$ cat config.mk
export PLATFORM = sky130hd
export DESIGN_NAME = uart_rx_os
export DESIGN_NICKNAME = d
export VERILOG_FILES = /design/src/rtl/uart_rx_os.sv
export SDC_FILE = /design/constraint.sdc
export NUM_CORES = 1
export LEC_CHECK = 0
export CAP_MARGIN = 40
export CORE_MARGIN = 1
export CORE_UTILIZATION = 55
export CTS_BUF_LIST = sky130_fd_sc_hd__clkbuf_4 sky130_fd_sc_hd__clkbuf_8
export DETAILED_ROUTE_END_ITERATION = 8
export GPL_TIMING_DRIVEN = 1
export PLACE_DENSITY = 0.81
export SYNTH_ARGS = -nofsm -noshare
export SYNTH_HDL_FRONTEND = slang
export SYNTH_SLANG_ARGS = --single-unit
export TNS_END_PERCENT = 1
$ cat constraint.sdc
create_clock -name clk -period 13.4 [get_ports clk]
set_input_delay 1.34 -clock clk [delete_from_list [all_inputs] [get_ports clk]]
set_output_delay 1.34 -clock clk [all_outputs]
set_load 0.02 [all_outputs]
$ cat src/rtl/uart_rx_os.sv
// uart_rx_os: 16x oversampling UART receiver with 3-sample majority vote and a small output FIFO.
// Define UART_RX_PARITY_EN to receive 8E1 frames; the default build receives 8N1.
module uart_rx_os #(
    parameter int unsigned DEPTH = 4,
    parameter int unsigned DIV_W = 16
) (
    input  logic             clk,
    input  logic             arst_n,
    input  logic             en,
    input  logic [DIV_W-1:0] os_div,
    input  logic             Rx,
    output logic [7:0]       data_out,
    output logic             rx_valid,
    input  logic             rx_ready,
    output logic             frame_err,
    output logic             overrun,
    output logic             busy
);
    localparam int unsigned AW = $clog2(DEPTH);
    localparam int unsigned CW = AW + 1;

    typedef enum logic [2:0] {
        S_IDLE,
        S_START,
        S_DATA,
`ifdef UART_RX_PARITY_EN
        S_PARITY,
`endif
        S_STOP,
        S_WAIT_IDLE
    } state_t;

    logic [1:0]       r_sync;
    logic [DIV_W-1:0] r_div_cnt;
    state_t           r_state;
    logic [3:0]       r_sc;
    logic             r_s7;
    logic             r_s8;
    logic             r_bit;
    logic [2:0]       r_bit_idx;
    logic [7:0]       r_shift;
    logic             r_frame_err;
`ifdef UART_RX_PARITY_EN
    logic             r_par;
    logic             r_par_err;
`endif

    logic [7:0]       r_mem [DEPTH];
    logic [AW-1:0]    r_wptr;
    logic [AW-1:0]    r_rptr;
    logic [CW-1:0]    r_count;
    logic             r_overrun;

    logic             w_rxs;
    logic [DIV_W-1:0] w_div_max;
    logic             w_tick;
    logic             w_maj;
    logic             w_stop_ok;
    logic             w_push;
    logic             w_pop;
    logic             w_full;
    logic             w_wr;

    assign w_rxs     = r_sync[1];
    assign w_div_max = (os_div == '0) ? DIV_W'(1) : os_div;
    // >= rather than == so a shrinking os_div cannot strand the counter above terminal count
    assign w_tick    = en && (r_div_cnt >= w_div_max - DIV_W'(1));
    assign w_maj     = (r_s7 & r_s8) | (r_s7 & w_rxs) | (r_s8 & w_rxs);
`ifdef UART_RX_PARITY_EN
    assign w_stop_ok = w_maj & ~r_par_err;
`else
    assign w_stop_ok = w_maj;
`endif
    assign w_push    = w_tick && (r_state == S_STOP) && (r_sc == 4'd9) && w_stop_ok;
    assign w_pop     = rx_valid && rx_ready;
    assign w_full    = (r_count == CW'(DEPTH));
    assign w_wr      = w_push && (!w_full || w_pop);

    assign rx_valid  = (r_count != '0);
    assign data_out  = r_mem[r_rptr];
    assign frame_err = r_frame_err;
    assign overrun   = r_overrun;
    assign busy      = (r_state != S_IDLE);

    always_ff @(posedge clk) begin
        if (!arst_n) begin
            r_sync    <= 2'b11;
            r_div_cnt <= '0;
        end else begin
            r_sync <= {r_sync[0], Rx};
            if (!en || w_tick) r_div_cnt <= '0;
            else               r_div_cnt <= r_div_cnt + DIV_W'(1);
        end
    end

    // The detecting tick is sample 0 of the start bit, so sc=7..9 land mid-bit.
    always_ff @(posedge clk) begin
        if (!arst_n) begin
            r_state     <= S_IDLE;
            r_sc        <= '0;
            r_s7        <= 1'b1;
            r_s8        <= 1'b1;
            r_bit       <= 1'b1;
            r_bit_idx   <= '0;
            r_shift     <= '0;
            r_frame_err <= 1'b0;
`ifdef UART_RX_PARITY_EN
            r_par       <= 1'b0;
            r_par_err   <= 1'b0;
`endif
        end else begin
            r_frame_err <= 1'b0;
            if (!en) begin
                r_state <= S_IDLE;
                r_sc    <= '0;
            end else if (w_tick) begin
                if (r_sc == 4'd7) r_s7 <= w_rxs;
                if (r_sc == 4'd8) r_s8 <= w_rxs;
                if (r_sc == 4'd9) r_bit <= w_maj;
                if (r_state != S_IDLE) r_sc <= r_sc + 4'd1;
                unique case (r_state)
                    S_IDLE: begin
                        if (!w_rxs) begin
                            r_state <= S_START;
                            r_sc    <= 4'd1;
                        end
                    end
                    S_START: begin
                        if (r_sc == 4'd15) begin
                            if (r_bit) begin
                                r_state <= S_IDLE;
                            end else begin
                                r_state   <= S_DATA;
                                r_bit_idx <= '0;
`ifdef UART_RX_PARITY_EN
                                r_par     <= 1'b0;
`endif
                            end
                        end
                    end
                    S_DATA: begin
                        if (r_sc == 4'd15) begin
                            r_shift   <= {r_bit, r_shift[7:1]};
                            r_bit_idx <= r_bit_idx + 3'd1;
`ifdef UART_RX_PARITY_EN
                            r_par     <= r_par ^ r_bit;
                            if (r_bit_idx == 3'd7) r_state <= S_PARITY;
`else
                            if (r_bit_idx == 3'd7) r_state <= S_STOP;
`endif
                        end
                    end
`ifdef UART_RX_PARITY_EN
                    S_PARITY: begin
                        if (r_sc == 4'd15) begin
                            r_par_err <= r_par ^ r_bit;
                            r_state   <= S_STOP;
                        end
                    end
`endif
                    S_STOP: begin
                        if (r_sc == 4'd9) begin
                            r_sc <= '0;
                            if (w_stop_ok) begin
                                r_state <= S_IDLE;
                            end else begin
                                r_state     <= S_WAIT_IDLE;
                                r_frame_err <= 1'b1;
                            end
                        end
                    end
                    S_WAIT_IDLE: begin
                        if (w_rxs) begin
                            r_state <= S_IDLE;
                            r_sc    <= '0;
                        end
                    end
                    default: r_state <= S_IDLE;
                endcase
            end
        end
    end

    always_ff @(posedge clk) begin
        if (!arst_n) begin
            for (int unsigned i = 0; i < DEPTH; i++) r_mem[i] <= '0;
            r_wptr    <= '0;
            r_rptr    <= '0;
            r_count   <= '0;
            r_overrun <= 1'b0;
        end else begin
            r_overrun <= w_push && !w_wr;
            if (w_wr) begin
                r_mem[r_wptr] <= r_shift;
                r_wptr        <= r_wptr + AW'(1);
            end
            if (w_pop) r_rptr <= r_rptr + AW'(1);
            case ({w_wr, w_pop})
                2'b10:   r_count <= r_count + CW'(1);
                2'b01:   r_count <= r_count - CW'(1);
                default: r_count <= r_count;
            endcase
        end
    end
endmodule

==> results_tabular.tex, run 1 <==
\begin{tabular}{lr}
\hline
Metric & Value \\
\hline
\multicolumn{2}{l}{\textbf{Route}} \\
\quad Total number of vias & 3253 \\
\quad Post-route DRC & 0 \\
\quad Per-cell via count in the routed design & 5.638 \\
\quad Drt first pass iters & 4 \\
\quad Initial DRC count & 98 \\
\quad Number of antenna-violating nets in the routed design & 0 \\
\quad Per-cell routed wire length & 14.29 um \\
\quad Total Wirelength & 8.244 mm \\
\multicolumn{2}{l}{\textbf{Synthesis}} \\
\quad Synthesized area divided by synthesized cell count & 9.882 sq um \\
\quad Share of async-settable or async-resettable flops after synthesis & 0\% \\
\quad Net Count, Synth & 486 \\
\quad Synth Register Bits & 82 \\
\quad Cell variety after synth & 57 \\
\quad Leading post-synthesis cells by cell area & dfxtp\_1, edfxtp\_1, ha\_1 \\
\quad Synthesized-area fraction occupied by ao, oa, aoi and oai cells & 8.699\% \\
\quad Most frequent cell after synthesis & dfxtp\_1 \\
\quad Main combinational cell family by area after synthesis & simple AND/OR/NAND/NOR gates \\
\quad Number of enable-type register cells in the synthesized netlist & 32 \\
\quad Post-Syn Instances & 441 \\
\quad Number of warning messages in the yosys log & 0 \\
\quad Post-synthesis cell area & 4358 sq um \\
\quad Library cell occupying the most area in the post-synthesis netlist & dfxtp\_1 \\
\quad Area fraction in and, or, nand and nor cells after synthesis & 24.46\% \\
\quad Proportion of netlist area held by the largest area contributor & 22.97\% \\
\quad Sequential area share after synthesis & 45.02\% \\
\quad Share of the synthesized netlist area taken by xor and xnor gates & 5.627\% \\
\quad Adder-Cell Fraction of Synth Area & 7.293\% \\
\quad Synth Flop Type & dfxtp\_1 \\
\quad Most used standard cells in the synthesized netlist & dfxtp\_1, nand2\_1, nor2\_1 \\
\quad Multiplexer fraction of the synthesized cell area & 6.029\% \\
\multicolumn{2}{l}{\textbf{Setup path}} \\
\quad Worst flop-to-flop path startpoint & r\_div\_cnt[0] \\
\quad Worst Setup End Kind & register \\
\quad Capture instance of the worst register-to-register path & r\_count[1] \\
\quad Worst Path Max Fanout & 10 \\
\quad Worst path arrival time & 6.52 ns \\
\quad Count of cells along the worst register-to-register path & 14 \\
\quad R2R setup slack & 9.81 ns \\
\quad Data required time of the critical path & 13.70 ns \\
\quad Type of the worst setup path & in2reg \\
\quad Critical Path Start Type & input port \\
\multicolumn{2}{l}{\textbf{GRT}} \\
\quad Global-route wire length before repair & 14.33 mm \\
\quad Via count of the first global-routing pass & 3124 \\
\quad Maximum number of pins on one net before global-route repair & 49 \\
\quad GR Layer Usage met3 & 3.769\% \\
\quad GR peak layer & met2 \\
\quad Antenna violations before repair & 0 \\
\quad Met1 track demand over resource & 26.02\% \\
\quad Overall fraction of global-route tracks in use & 21.82\% \\
\quad Met2 GRT Util & 39.14\% \\
\quad Remaining global-route overflow & 0 \\
\multicolumn{2}{l}{\textbf{Timing}} \\
\quad Transition time at the pin with the least slew margin & 0.9205 ns \\
\quad Slew headroom & 38.16\% \\
\quad Worst-case clock skew & 0.01268 ns \\
\quad Setup violation total in the final timing report & 0 \\
\quad Final number of hold-violating endpoints & 0 \\
\quad Final worst path period share & 46.47\% \\
\quad Pins Over Slew Limit & 0 \\
\quad RSZ-0062 raised after global routing & false \\
\quad Fmax & 160.6 MHz \\
\quad Post-route minimum period & 6.227 ns \\
\quad Total negative slack for setup checks & 0 ns \\
\multicolumn{2}{l}{\textbf{Finish}} \\
\quad Number of fill cells in the layout & 619 \\
\quad Count of nets after finishing & 515 \\
\quad Synth-to-layout area growth & 13.29\% \\
\quad Fin area & 4937 sq um \\
\quad Total inserted antenna cells & 0 \\
\quad Cell Count, Final, Fillers Out & 577 \\
\quad Share of cells above drive strength 1 & 8.632\% \\
\multicolumn{2}{l}{\textbf{Clock tree}} \\
\quad Clk buf depth & 2 \\
\quad Cell at the root of the clock tree & clkbuf\_8 \\
\quad Number of buffers inserted by post-CTS setup repair & 0 \\
\quad CTS Hold Bufs & 0 \\
\quad CTS H-tree lvls & 3 \\
\quad Clock tree from TritonCTS & done \\
\quad Clock-pin slew of the registers on the worst-case setup and hold paths & 0.09 ns \\
\quad CTS resizes & 0 \\
\quad CTS buffer count & 9 \\
\quad Clock latency on the worst-skew pair & 0.35 ns \\
\quad Clock Sinks & 82 \\
\multicolumn{2}{l}{\textbf{Status}} \\
\quad Run status & complete, no violations \\
\multicolumn{2}{l}{\textbf{Place}} \\
\quad GPL Wtd Cong & 0.7956 \\
\quad DP Area & 4747 sq um \\
\quad Cell count after placement & 561 \\
\quad Port bufs & 32 \\
\quad Estimated wirelength of the detail-placed design & 5.919 mm \\
\multicolumn{2}{l}{\textbf{Floorplanning}} \\
\quad Die X-Extent & 91.02 um \\
\quad Standard cell core area & 7687 sq um \\
\quad Initial Utilization & 56.69\% \\
\quad Std-Cell Rows & 32 \\
\quad Floorplan die height & 91.02 um \\
\quad Top-level port count & 33 \\
\quad DIE AREA & 8284 sq um \\
\multicolumn{2}{l}{\textbf{Run}} \\
\quad Count of maximum capacitance violations & 0 \\
\multicolumn{2}{l}{\textbf{Hold path}} \\
\quad Sink of the worst hold path & r\_sync[1] \\
\quad Critical hold path startpoint & r\_sync[0] \\
\quad HP Class & reg2reg \\
\quad Number of instances on the worst hold path & 1 \\
\multicolumn{2}{l}{\textbf{Pwr}} \\
\quad Peak ir drop on the vdd network & 0.00006238 V \\
\quad Cell area power density & 94.83 nW/um\^{}2 \\
\quad Leakage power summed over all cells & 0.001752 uW \\
\hline
\end{tabular}
power by group:
group	internal, uW	switching, uW	leakage [uW]
Clock	72.5	100	0.0000922
Combinational	14.7	15.3	0.000953
Sequential	264	2.13	0.000707
Total	351	117	0.00175
cell usage in the layout (no fill, tap or decap), drive strengths merged, types with 2 or more instances in the layout:
| cell | instances |
|---|---|
| clkdlybuf4s50 | 32 |
| a21oi | 17 |
| nor4 | 7 |
| and3 | 9 |
| clkinvlp | 2 |
| nor2b | 4 |
| mux2 | 2 |
| xnor2 | 17 |
| o22ai | 3 |
| nor3 | 12 |
| nor3b | 3 |
| nand3 | 19 |
| ha | 23 |
| and2 | 29 |
| a211oi | 3 |
| buf | 4 |
| or3 | 7 |
| a31oi | 2 |
| clkbuf | 9 |
| edfxtp | 32 |
| nand2 | 44 |
| mux2i | 6 |
| dfxtp | 50 |
| or4 | 3 |
| nor2 | 42 |
| inv | 16 |
| nand4 | 7 |
| nand4b | 2 |
| o21ai | 23 |
| xor2 | 11 |
| mux4 | 8 |
| nand2b | 10 |
per-stage QoR:
stage                     power, uW  util, %  hold WS (ns)  setup WS [ns]
final                         468.2    64.23        0.4154          7.173
after global routing          484.4    64.23        0.4356          6.821
after CTS                     471.4    64.23        0.4193          7.202
after detailed placement      301.6    61.75        0.4004          6.893
after global placement        300.3    61.62        0.3996          6.918
after floorplan               286.8        -        0.3863          7.975
flip-flops by register name (all words and copies together) (netlist names), 2 cells and up, named ones only:
name and flops:
r_bit_idx 3, r_count 3, r_div_cnt 16, r_mem 32, r_rptr 2, r_sc 4
r_shift 8, r_state 3, r_sync 2, r_wptr 2
cell type report:
| class | instances | area [sq um] | area share (%) |
|---|---|---|---|
| clock buffers | 9 | 123.9 | 2.509 |
| clock inverters | 7 | 66.31 | 1.343 |
| inverters | 11 | 41.29 | 0.8363 |
| multi-input cells | 330 | 2271 | 46.00 |
| flip-flops and latches | 82 | 1962 | 39.74 |
| well taps | 102 | 127.6 | 2.585 |
| repair buffers | 36 | 345.3 | 6.994 |
worst max path at each step:
stage                    start          end  cells past startpoint  slack [ns]
finish               os_div[6]   r_count[1]                     23        7.17
CTS                  os_div[6]   r_count[1]                     23        7.20
global route        os_div[10]   r_count[1]                     24        6.82
global placement     os_div[6]  r_mem[3][2]                     17        6.92
floorplan            os_div[6]  r_mem[0][0]                     17        7.97
detailed placement   os_div[6]   r_count[1]                     23        6.89
kinds of logic (layout without fill, tap and decap cells):
family | Yosys count | after routing
and+or+nand+nor | 201 | 201
DFF | 82 | 82
AOI/OAI and AO/OA | 60 | 60
buffers and inverters | 29 | 63
xor gates and xnor gates | 28 | 28
adders and majority gates | 25 | 25
muxes | 16 | 16
critical path, stage by stage:
cell             delay [ns]
clkdlybuf4s50_1        0.48
or4_1                  0.58
nor3_1                 0.37
a31oi_1                0.20
ha_1                   0.25
nand2b_1               0.10
or2_2                  0.15
nor2_1                 0.08
nand2_1                0.08
xor2_1                 0.07
ha_1                   0.29
nand4_1                0.14
nor4_1                 0.28
a32o_2                 0.24
o21a_1                 0.42
a21oi_2                0.15
inv_1                  0.11
fa_1                   0.41
nor2b_1                0.17
nor3_1                 0.06
a31oi_1                0.18
o22ai_1                0.11
o21ba_2                0.26
routing by layer:
metal / vias up / wire length, um
li1: 1641 / -
met4: 0 / 123
met5: - / 0
met1: 1526 / 3552
met3: 16 / 358
met2: 70 / 4210
Power figures use the tool's default switching activity.
==> run 2: changes to the inputs <==
clock period = 5.74 ns   (was 13.4 ns; I/O delays follow)
==> run 2 against run 1 <==
Sequential power is 130% higher. Non-clock buffer count is 4 higher. Total power is 130% higher. Via count is 0.80% lower. Largest cell class unchanged. Final cell count is 0.69% higher. Clock skew hardly changed. Combinational power is 140% higher.
==> results_tabular.tex, run 2 (synthesis results as in run 1) <==
\begin{tabular}{lr}
\hline
Metric & Value \\
\hline
\multicolumn{2}{l}{\textbf{Status}} \\
\quad Run status & complete, no violations \\
\multicolumn{2}{l}{\textbf{Setup path}} \\
\quad Capture instance of the worst register-to-register path & r\_count[1] \\
\quad Worst Setup End Kind & register \\
\quad Type of the worst setup path & in2reg \\
\quad Count of cells along the worst register-to-register path & 14 \\
\quad Worst flop-to-flop path startpoint & r\_div\_cnt[0] \\
\quad R2R setup slack & 2.47 ns \\
\quad Critical Path Start Type & input port \\
\quad Worst Path Max Fanout & 5 \\
\quad Data required time of the critical path & 6.05 ns \\
\quad Worst path arrival time & 5.36 ns \\
\multicolumn{2}{l}{\textbf{Floorplanning}} \\
\quad Standard cell core area & 7687 sq um \\
\quad Top-level port count & 33 \\
\quad Floorplan die height & 91.02 um \\
\quad Die X-Extent & 91.02 um \\
\quad Std-Cell Rows & 32 \\
\quad DIE AREA & 8284 sq um \\
\quad Initial Utilization & 56.69\% \\
\multicolumn{2}{l}{\textbf{Hold path}} \\
\quad Critical hold path startpoint & r\_sync[0] \\
\quad HP Class & reg2reg \\
\quad Number of instances on the worst hold path & 1 \\
\quad Sink of the worst hold path & r\_sync[1] \\
\multicolumn{2}{l}{\textbf{Route}} \\
\quad Total Wirelength & 8.127 mm \\
\quad Drt first pass iters & 4 \\
\quad Number of antenna-violating nets in the routed design & 0 \\
\quad Total number of vias & 3227 \\
\quad Initial DRC count & 135 \\
\quad Post-route DRC & 0 \\
\quad Per-cell via count in the routed design & 5.554 \\
\quad Per-cell routed wire length & 13.99 um \\
\multicolumn{2}{l}{\textbf{Finish}} \\
\quad Register with the most flip-flops & r\_mem \\
\quad Top flop regs & r\_mem: 32 flops, r\_div\_cnt: 16 flops, r\_shift: 8 flops \\
\quad Count of nets after finishing & 519 \\
\quad Fin area & 4979 sq um \\
\quad Cell Count, Final, Fillers Out & 581 \\
\quad Most frequent standard cell in the layout excluding fill and tap cells & dfxtp\_1 \\
\quad Share of cells above drive strength 1 & 9.395\% \\
\quad Number of fill cells in the layout & 610 \\
\quad Total inserted antenna cells & 0 \\
\quad Synth-to-layout area growth & 14.24\% \\
\quad Commonest non-fill, non-tap cells in the layout & dfxtp\_1, nand2\_1, nor2\_1 \\
\quad Number of flip-flops under the largest register name & 32 \\
\multicolumn{2}{l}{\textbf{GRT}} \\
\quad Global-route wire length before repair & 14.20 mm \\
\quad Antenna violations before repair & 0 \\
\quad Maximum number of pins on one net before global-route repair & 38 \\
\quad Via count of the first global-routing pass & 3206 \\
\quad Overall fraction of global-route tracks in use & 21.68\% \\
\quad Remaining global-route overflow & 0 \\
\multicolumn{2}{l}{\textbf{Timing}} \\
\quad Final worst path period share & 88.09\% \\
\quad Worst-case clock skew & 0.01291 ns \\
\quad Transition time at the pin with the least slew margin & 0.8097 ns \\
\quad Post-route minimum period & 5.056 ns \\
\quad Pins Over Slew Limit & 0 \\
\quad Total negative slack for setup checks & 0 ns \\
\quad Setup violation total in the final timing report & 0 \\
\quad Final number of hold-violating endpoints & 0 \\
\quad Slew headroom & 45.73\% \\
\quad RSZ-0062 raised after global routing & false \\
\quad Fmax & 197.8 MHz \\
\multicolumn{2}{l}{\textbf{Place}} \\
\quad GPL Wtd Cong & 0.8117 \\
\quad DP Area & 4782 sq um \\
\quad Estimated wirelength of the detail-placed design & 5.973 mm \\
\quad Port bufs & 32 \\
\quad Cell count after placement & 565 \\
\multicolumn{2}{l}{\textbf{Pwr}} \\
\quad Leakage power summed over all cells & 0.001778 uW \\
\quad Cell area power density & 219.6 nW/um\^{}2 \\
\quad Peak ir drop on the vdd network & 0.0001522 V \\
\multicolumn{2}{l}{\textbf{Clock tree}} \\
\quad Clock-pin slew of the registers on the worst-case setup and hold paths & 0.09 ns \\
\quad Clk buf depth & 2 \\
\quad Number of buffers inserted by post-CTS setup repair & 0 \\
\quad CTS Hold Bufs & 0 \\
\quad CTS H-tree lvls & 3 \\
\quad Clock latency on the worst-skew pair & 0.36 ns \\
\quad Clock tree from TritonCTS & done \\
\quad CTS buffer count & 9 \\
\quad Clock Sinks & 82 \\
\quad CTS resizes & 0 \\
\quad Cell at the root of the clock tree & clkbuf\_8 \\
\multicolumn{2}{l}{\textbf{Run}} \\
\quad Count of maximum capacitance violations & 0 \\
\hline
\end{tabular}
-- run 2: how the worst max path moves through the flow --
stage,start,end,slack (ns),cells past startpoint
2_1_floorplan,os_div[6],r_mem[0][0],1.08,17
3_3_place_gp,os_div[6],r_count[1],0.54,23
3_5_place_dp,os_div[10],r_count[1],0.31,24
4_1_cts,os_div[10],r_count[1],0.69,24
5_1_grt,os_div[10],r_count[1],0.30,24
6_report,os_div[10],r_count[1],0.68,24
-- run 2: worst max-delay path, stage by stage --
cell and delay (ns):
clkdlybuf4s50_1 0.50, nor4_1 0.43, nand2b_1 0.11, nor3_1 0.40, a31oi_1 0.20, ha_1 0.24
nand2b_1 0.09, or2_2 0.14, nor2_1 0.07, nand2_1 0.09, xor2_1 0.18, ha_1 0.27
nand4_1 0.12, nor4_1 0.07, a32o_2 0.28, o21a_1 0.20, a21oi_2 0.18, inv_1 0.09
fa_1 0.43, nor2b_1 0.16, nor3_1 0.07, a31oi_1 0.15, o22ai_1 0.09, o21ba_2 0.24
-- run 2: stage by stage --
step | util (%) | power [uW] | hold slack [ns] | setup slack, ns
4_1_cts | 64.76 | 1099 | 0.4386 | 0.6912
2_1_floorplan | - | 669.6 | 0.3863 | 1.081
3_5_place_dp | 62.21 | 704.9 | 0.4129 | 0.3068
6_report | 64.76 | 1093 | 0.4334 | 0.6838
3_3_place_gp | 62.21 | 702.3 | 0.3963 | 0.5396
5_1_grt | 64.76 | 1134 | 0.4577 | 0.3024
-- run 2: where the power goes --
group / switching, uW / internal, uW / leakage [uW] / total (uW)
Combinational: 36.0 / 35.1 / 0.000974 / 71.1
Sequential: 4.37 / 615 / 0.000707 / 620
Clock: 233 / 170 / 0.0000966 / 402
Total: 273 / 820 / 0.00178 / 1090
-- run 2: metal layers --
metal	vias up	wire [um]	global-route usage, %	share of wire (%)
li1	1641	-	-	-
met1	1537	3667	25.76	45
met2	41	4158	38.26	51
met3	8	205	4.439	2.5
met4	0	95	8.730	1.2
met5	-	0	0	0
-- run 2: area by class of cell --
type | instances | area (sq um) | share of cell area [%]
Clock inverter | 7 | 72.57 | 1.458
Multi-Input combinational cell | 330 | 2271 | 45.61
Inverter | 11 | 41.29 | 0.8294
Tap cell | 102 | 127.6 | 2.563
Timing Repair Buffer | 40 | 380.4 | 7.640
Clock buffer | 9 | 123.9 | 2.488
Sequential cell | 82 | 1962 | 39.41
==> run 3: changes to the inputs <==
ABC_AREA = 1   (was unset)
CORE_ASPECT_RATIO = 0.9   (was unset)
SLEW_MARGIN = 20   (was unset)
==> run 3 against run 2 <==
Via count rose by 8.4%. Sequential share of layout area rose by 0.089 points. Sequential power grew 5.8%. Die area rose by 0.11%. Wire length grew 4.5%. Critical path depth increased by 1. Hold slack worse by 0.012 ns. Critical path type unchanged. Largest cell class unchanged. Largest power group unchanged. Highest routed layer unchanged.
==> results_tabular.tex, run 3 <==
\begin{tabular}{lr}
\hline
Metric & Value \\
\hline
\multicolumn{2}{l}{\textbf{Status}} \\
\quad Run status & complete, no violations \\
\multicolumn{2}{l}{\textbf{GRT}} \\
\quad Maximum number of pins on one net before global-route repair & 18 \\
\quad Global-route wire length before repair & 14.52 mm \\
\quad Via count of the first global-routing pass & 3317 \\
\quad Remaining global-route overflow & 0 \\
\quad Overall fraction of global-route tracks in use & 22.85\% \\
\quad Antenna violations before repair & 0 \\
\multicolumn{2}{l}{\textbf{Synthesis}} \\
\quad Synth Flop Type & dfxtp\_1 \\
\quad Post-Syn Instances & 511 \\
\quad Main combinational cell family by area after synthesis & simple AND/OR/NAND/NOR gates \\
\quad Library cell occupying the most area in the post-synthesis netlist & dfxtp\_1 \\
\quad Share of the synthesized netlist area taken by xor and xnor gates & 3.814\% \\
\quad Number of warning messages in the yosys log & 0 \\
\quad Synthesized-area fraction occupied by ao, oa, aoi and oai cells & 11.64\% \\
\quad Share of async-settable or async-resettable flops after synthesis & 0\% \\
\quad Synth Register Bits & 82 \\
\quad Synthesized area divided by synthesized cell count & 8.538 sq um \\
\quad Post-synthesis cell area & 4363 sq um \\
\quad Leading post-synthesis cells by cell area & dfxtp\_1, edfxtp\_1, nor2\_1 \\
\quad Sequential area share after synthesis & 44.97\% \\
\quad Proportion of netlist area held by the largest area contributor & 22.94\% \\
\quad Area fraction in and, or, nand and nor cells after synthesis & 26.56\% \\
\quad Most used standard cells in the synthesized netlist & nor2\_1, nand2\_1, inv\_1 \\
\quad Most frequent cell after synthesis & nor2\_1 \\
\quad Net Count, Synth & 556 \\
\quad Cell variety after synth & 48 \\
\quad Number of enable-type register cells in the synthesized netlist & 32 \\
\quad Multiplexer fraction of the synthesized cell area & 0\% \\
\quad Adder-Cell Fraction of Synth Area & 7.055\% \\
\multicolumn{2}{l}{\textbf{Finish}} \\
\quad Area of the multi-input gates & 2141 sq um \\
\quad Total inserted antenna cells & 0 \\
\quad Count of nets after finishing & 592 \\
\quad Share of cells above drive strength 1 & 9.783\% \\
\quad Most frequent standard cell in the layout excluding fill and tap cells & nor2\_1 \\
\quad Register with the most flip-flops & r\_mem \\
\quad Total area of sequential cells & 1962 sq um \\
\quad Number of fill cells in the layout & 631 \\
\quad Synth-to-layout area growth & 13.85\% \\
\quad Commonest non-fill, non-tap cells in the layout & nor2\_1, nand2\_1, inv\_1 \\
\quad Util after Layout & 65.19\% \\
\quad Top flop regs & r\_mem: 32 flops, r\_div\_cnt: 16 flops, r\_shift: 8 flops \\
\quad Number of flip-flops under the largest register name & 32 \\
\multicolumn{2}{l}{\textbf{Setup path}} \\
\quad R2R setup slack & 3.21 ns \\
\quad CP max stage delay & 0.52 ns \\
\quad Worst Setup End Kind & register \\
\quad Type of the worst setup path & in2reg \\
\quad Most frequent cell on the critical path & nand2\_1 \\
\quad Worst Path Max Fanout & 10 \\
\quad Capture instance of the worst register-to-register path & r\_mem[0][4] \\
\quad Data required time of the critical path & 5.76 ns \\
\quad Cell with the largest stage delay on the worst path & clkdlybuf4s50\_1 \\
\quad Count of cells along the worst register-to-register path & 15 \\
\quad Worst flop-to-flop path startpoint & r\_div\_cnt[5] \\
\quad Worst path arrival time & 4.69 ns \\
\quad Critical Path Start Type & input port \\
\multicolumn{2}{l}{\textbf{Clock tree}} \\
\quad Clock latency on the worst-skew pair & 0.36 ns \\
\quad Clock tree from TritonCTS & done \\
\quad CTS H-tree lvls & 3 \\
\quad CTS resizes & 0 \\
\quad CTS buffer count & 9 \\
\quad Clk buf depth & 2 \\
\quad Cell at the root of the clock tree & clkbuf\_8 \\
\quad Clock-pin slew of the registers on the worst-case setup and hold paths & 0.08 ns \\
\quad Clock Sinks & 82 \\
\quad CTS Hold Bufs & 0 \\
\quad Number of buffers inserted by post-CTS setup repair & 0 \\
\multicolumn{2}{l}{\textbf{Route}} \\
\quad Drt first pass iters & 4 \\
\quad Number of antenna-violating nets in the routed design & 0 \\
\quad Top routing layer used & met4 \\
\quad WL met2 & 4.071 mm \\
\quad Initial DRC count & 178 \\
\quad Total Wirelength & 8.490 mm \\
\quad Routed length on met1 & 3.871 mm \\
\quad Routed length on met3 & 372 um \\
\quad Per-cell routed wire length & 13.10 um \\
\quad Total number of vias & 3499 \\
\quad Post-route DRC & 0 \\
\quad Per-cell via count in the routed design & 5.400 \\
\multicolumn{2}{l}{\textbf{Pwr}} \\
\quad Internal power & 959.3 uW \\
\quad Share of power burned in combinational logic & 20.7\% \\
\quad Cell area power density & 271.4 nW/um\^{}2 \\
\quad Clock group share of total power & 30.6\% \\
\quad Leakage power summed over all cells & 0.001910 uW \\
\quad Sum of internal, switching and leakage power & 1348 uW \\
\quad Switching Share & 28.85\% \\
\quad Proportion of power drawn by flip-flops and latches & 48.7\% \\
\quad Switching pwr & 388.9 uW \\
\quad Peak ir drop on the vdd network & 0.0001858 V \\
\multicolumn{2}{l}{\textbf{Run}} \\
\quad Count of maximum capacitance violations & 0 \\
\multicolumn{2}{l}{\textbf{Timing}} \\
\quad RSZ-0062 raised after global routing & false \\
\quad Slew headroom & 52.75\% \\
\quad Total negative slack for setup checks & 0 ns \\
\quad Final number of hold-violating endpoints & 0 \\
\quad Final worst path period share & 81.31\% \\
\quad Worst hold-check slack & 0.4213 ns \\
\quad Transition time at the pin with the least slew margin & 0.7066 ns \\
\quad Fmax & 214.3 MHz \\
\quad Setup violation total in the final timing report & 0 \\
\quad Final worst slack & 1.073 ns \\
\quad Pins Over Slew Limit & 0 \\
\quad Worst-case clock skew & 0.01039 ns \\
\quad Post-route minimum period & 4.667 ns \\
\multicolumn{2}{l}{\textbf{Floorplanning}} \\
\quad Floorplan die height & 86.50 um \\
\quad DIE AREA & 8293 sq um \\
\quad Die X-Extent & 95.88 um \\
\quad Standard cell core area & 7620 sq um \\
\quad Top-level port count & 33 \\
\quad Std-Cell Rows & 30 \\
\quad Initial Utilization & 57.26\% \\
\multicolumn{2}{l}{\textbf{Hold path}} \\
\quad Number of instances on the worst hold path & 1 \\
\quad HP Class & reg2reg \\
\quad Critical hold path startpoint & r\_sync[0] \\
\quad Sink of the worst hold path & r\_sync[1] \\
\multicolumn{2}{l}{\textbf{Place}} \\
\quad Worst setup slack after placement & 0.6927 ns \\
\quad Port bufs & 32 \\
\quad Estimated wirelength of the detail-placed design & 6.457 mm \\
\quad GPL Wtd Cong & 0.9280 \\
\hline
\end{tabular}
[run 3: changes by cell type in the layout (fill, tap and decap cells not counted), sizes merged, moves of 10 or more]
| cell | change |
|---|---|
| nor2 | +60 |
| nand2 | +33 |
| xnor2 | -10 |
| inv | +44 |
| nand2b | -10 |
| and2 | -29 |
[run 3: kinds of logic (layout without fill, tap and decap cells)]
| logic type | count (synthesis) | after routing |
|---|---|---|
| buffers and inverters | 67 | 108 |
| adders and majority gates | 24 | 24 |
| xor gates and xnor gates | 19 | 19 |
| and+or+nand+nor | 238 | 238 |
| AOI/OAI and AO/OA | 81 | 81 |
| DFF | 82 | 82 |
[run 3: layout make-up]
type | count | area share [%]
inverter | 60 | 4.534
clock buffer | 11 | 2.922
clock inverter | 5 | 1.083
timing repair buffer | 32 | 6.448
tap | 96 | 2.418
sequential | 82 | 39.50
multi-input combinational | 362 | 43.10
[run 3: power groups by stage]
stage | Combinational, uW | Sequential, uW | Clock, uW
6_report | 279 | 656 | 413
5_1_grt | 312 | 662 | 444
4_1_cts | 280 | 655 | 420
3_5_place_dp | 279 | 669 | 0
3_3_place_gp | 273 | 666 | 0
2_1_floorplan | 181 | 656 | 0
[run 3: worst max-delay path: cells and delay by family]
family / cells / cell delay, ns
compound gates: 1 / 0.08
xor+xnor: 1 / 0.20
fa+ha+maj: 2 / 0.45
buf+inv: 3 / 0.66
simple gates: 18 / 2.72
[run 3: per-layer routing]
metal | vias up | global-route usage [%]
li1 | 1778 | -
met2 | 75 | 38.12
met5 | - | 0
met4 | 0 | 9.498
met3 | 19 | 5.614
met1 | 1627 | 28.23
[run 3: metrics by stage]
step	area (sq um)	cells
detailed placement	4768	632
global route	4967	648
CTS	4967	648
finish	4967	648
global placement	4768	632
floorplan	4363	511
[run 3: worst max-delay path by stage]
stage / startpoint / endpoint / slack [ns] / depth (start not counted)
floorplan: os_div[6] / r_count[2] / 1.88 / 27
global placement: os_div[9] / r_mem[1][1] / 0.93 / 25
detailed placement: os_div[7] / r_mem[0][6] / 0.69 / 25
CTS: os_div[7] / r_mem[1][7] / 1.05 / 25
global route: os_div[6] / r_mem[1][4] / 0.60 / 25
finish: os_div[7] / r_mem[0][4] / 1.07 / 25
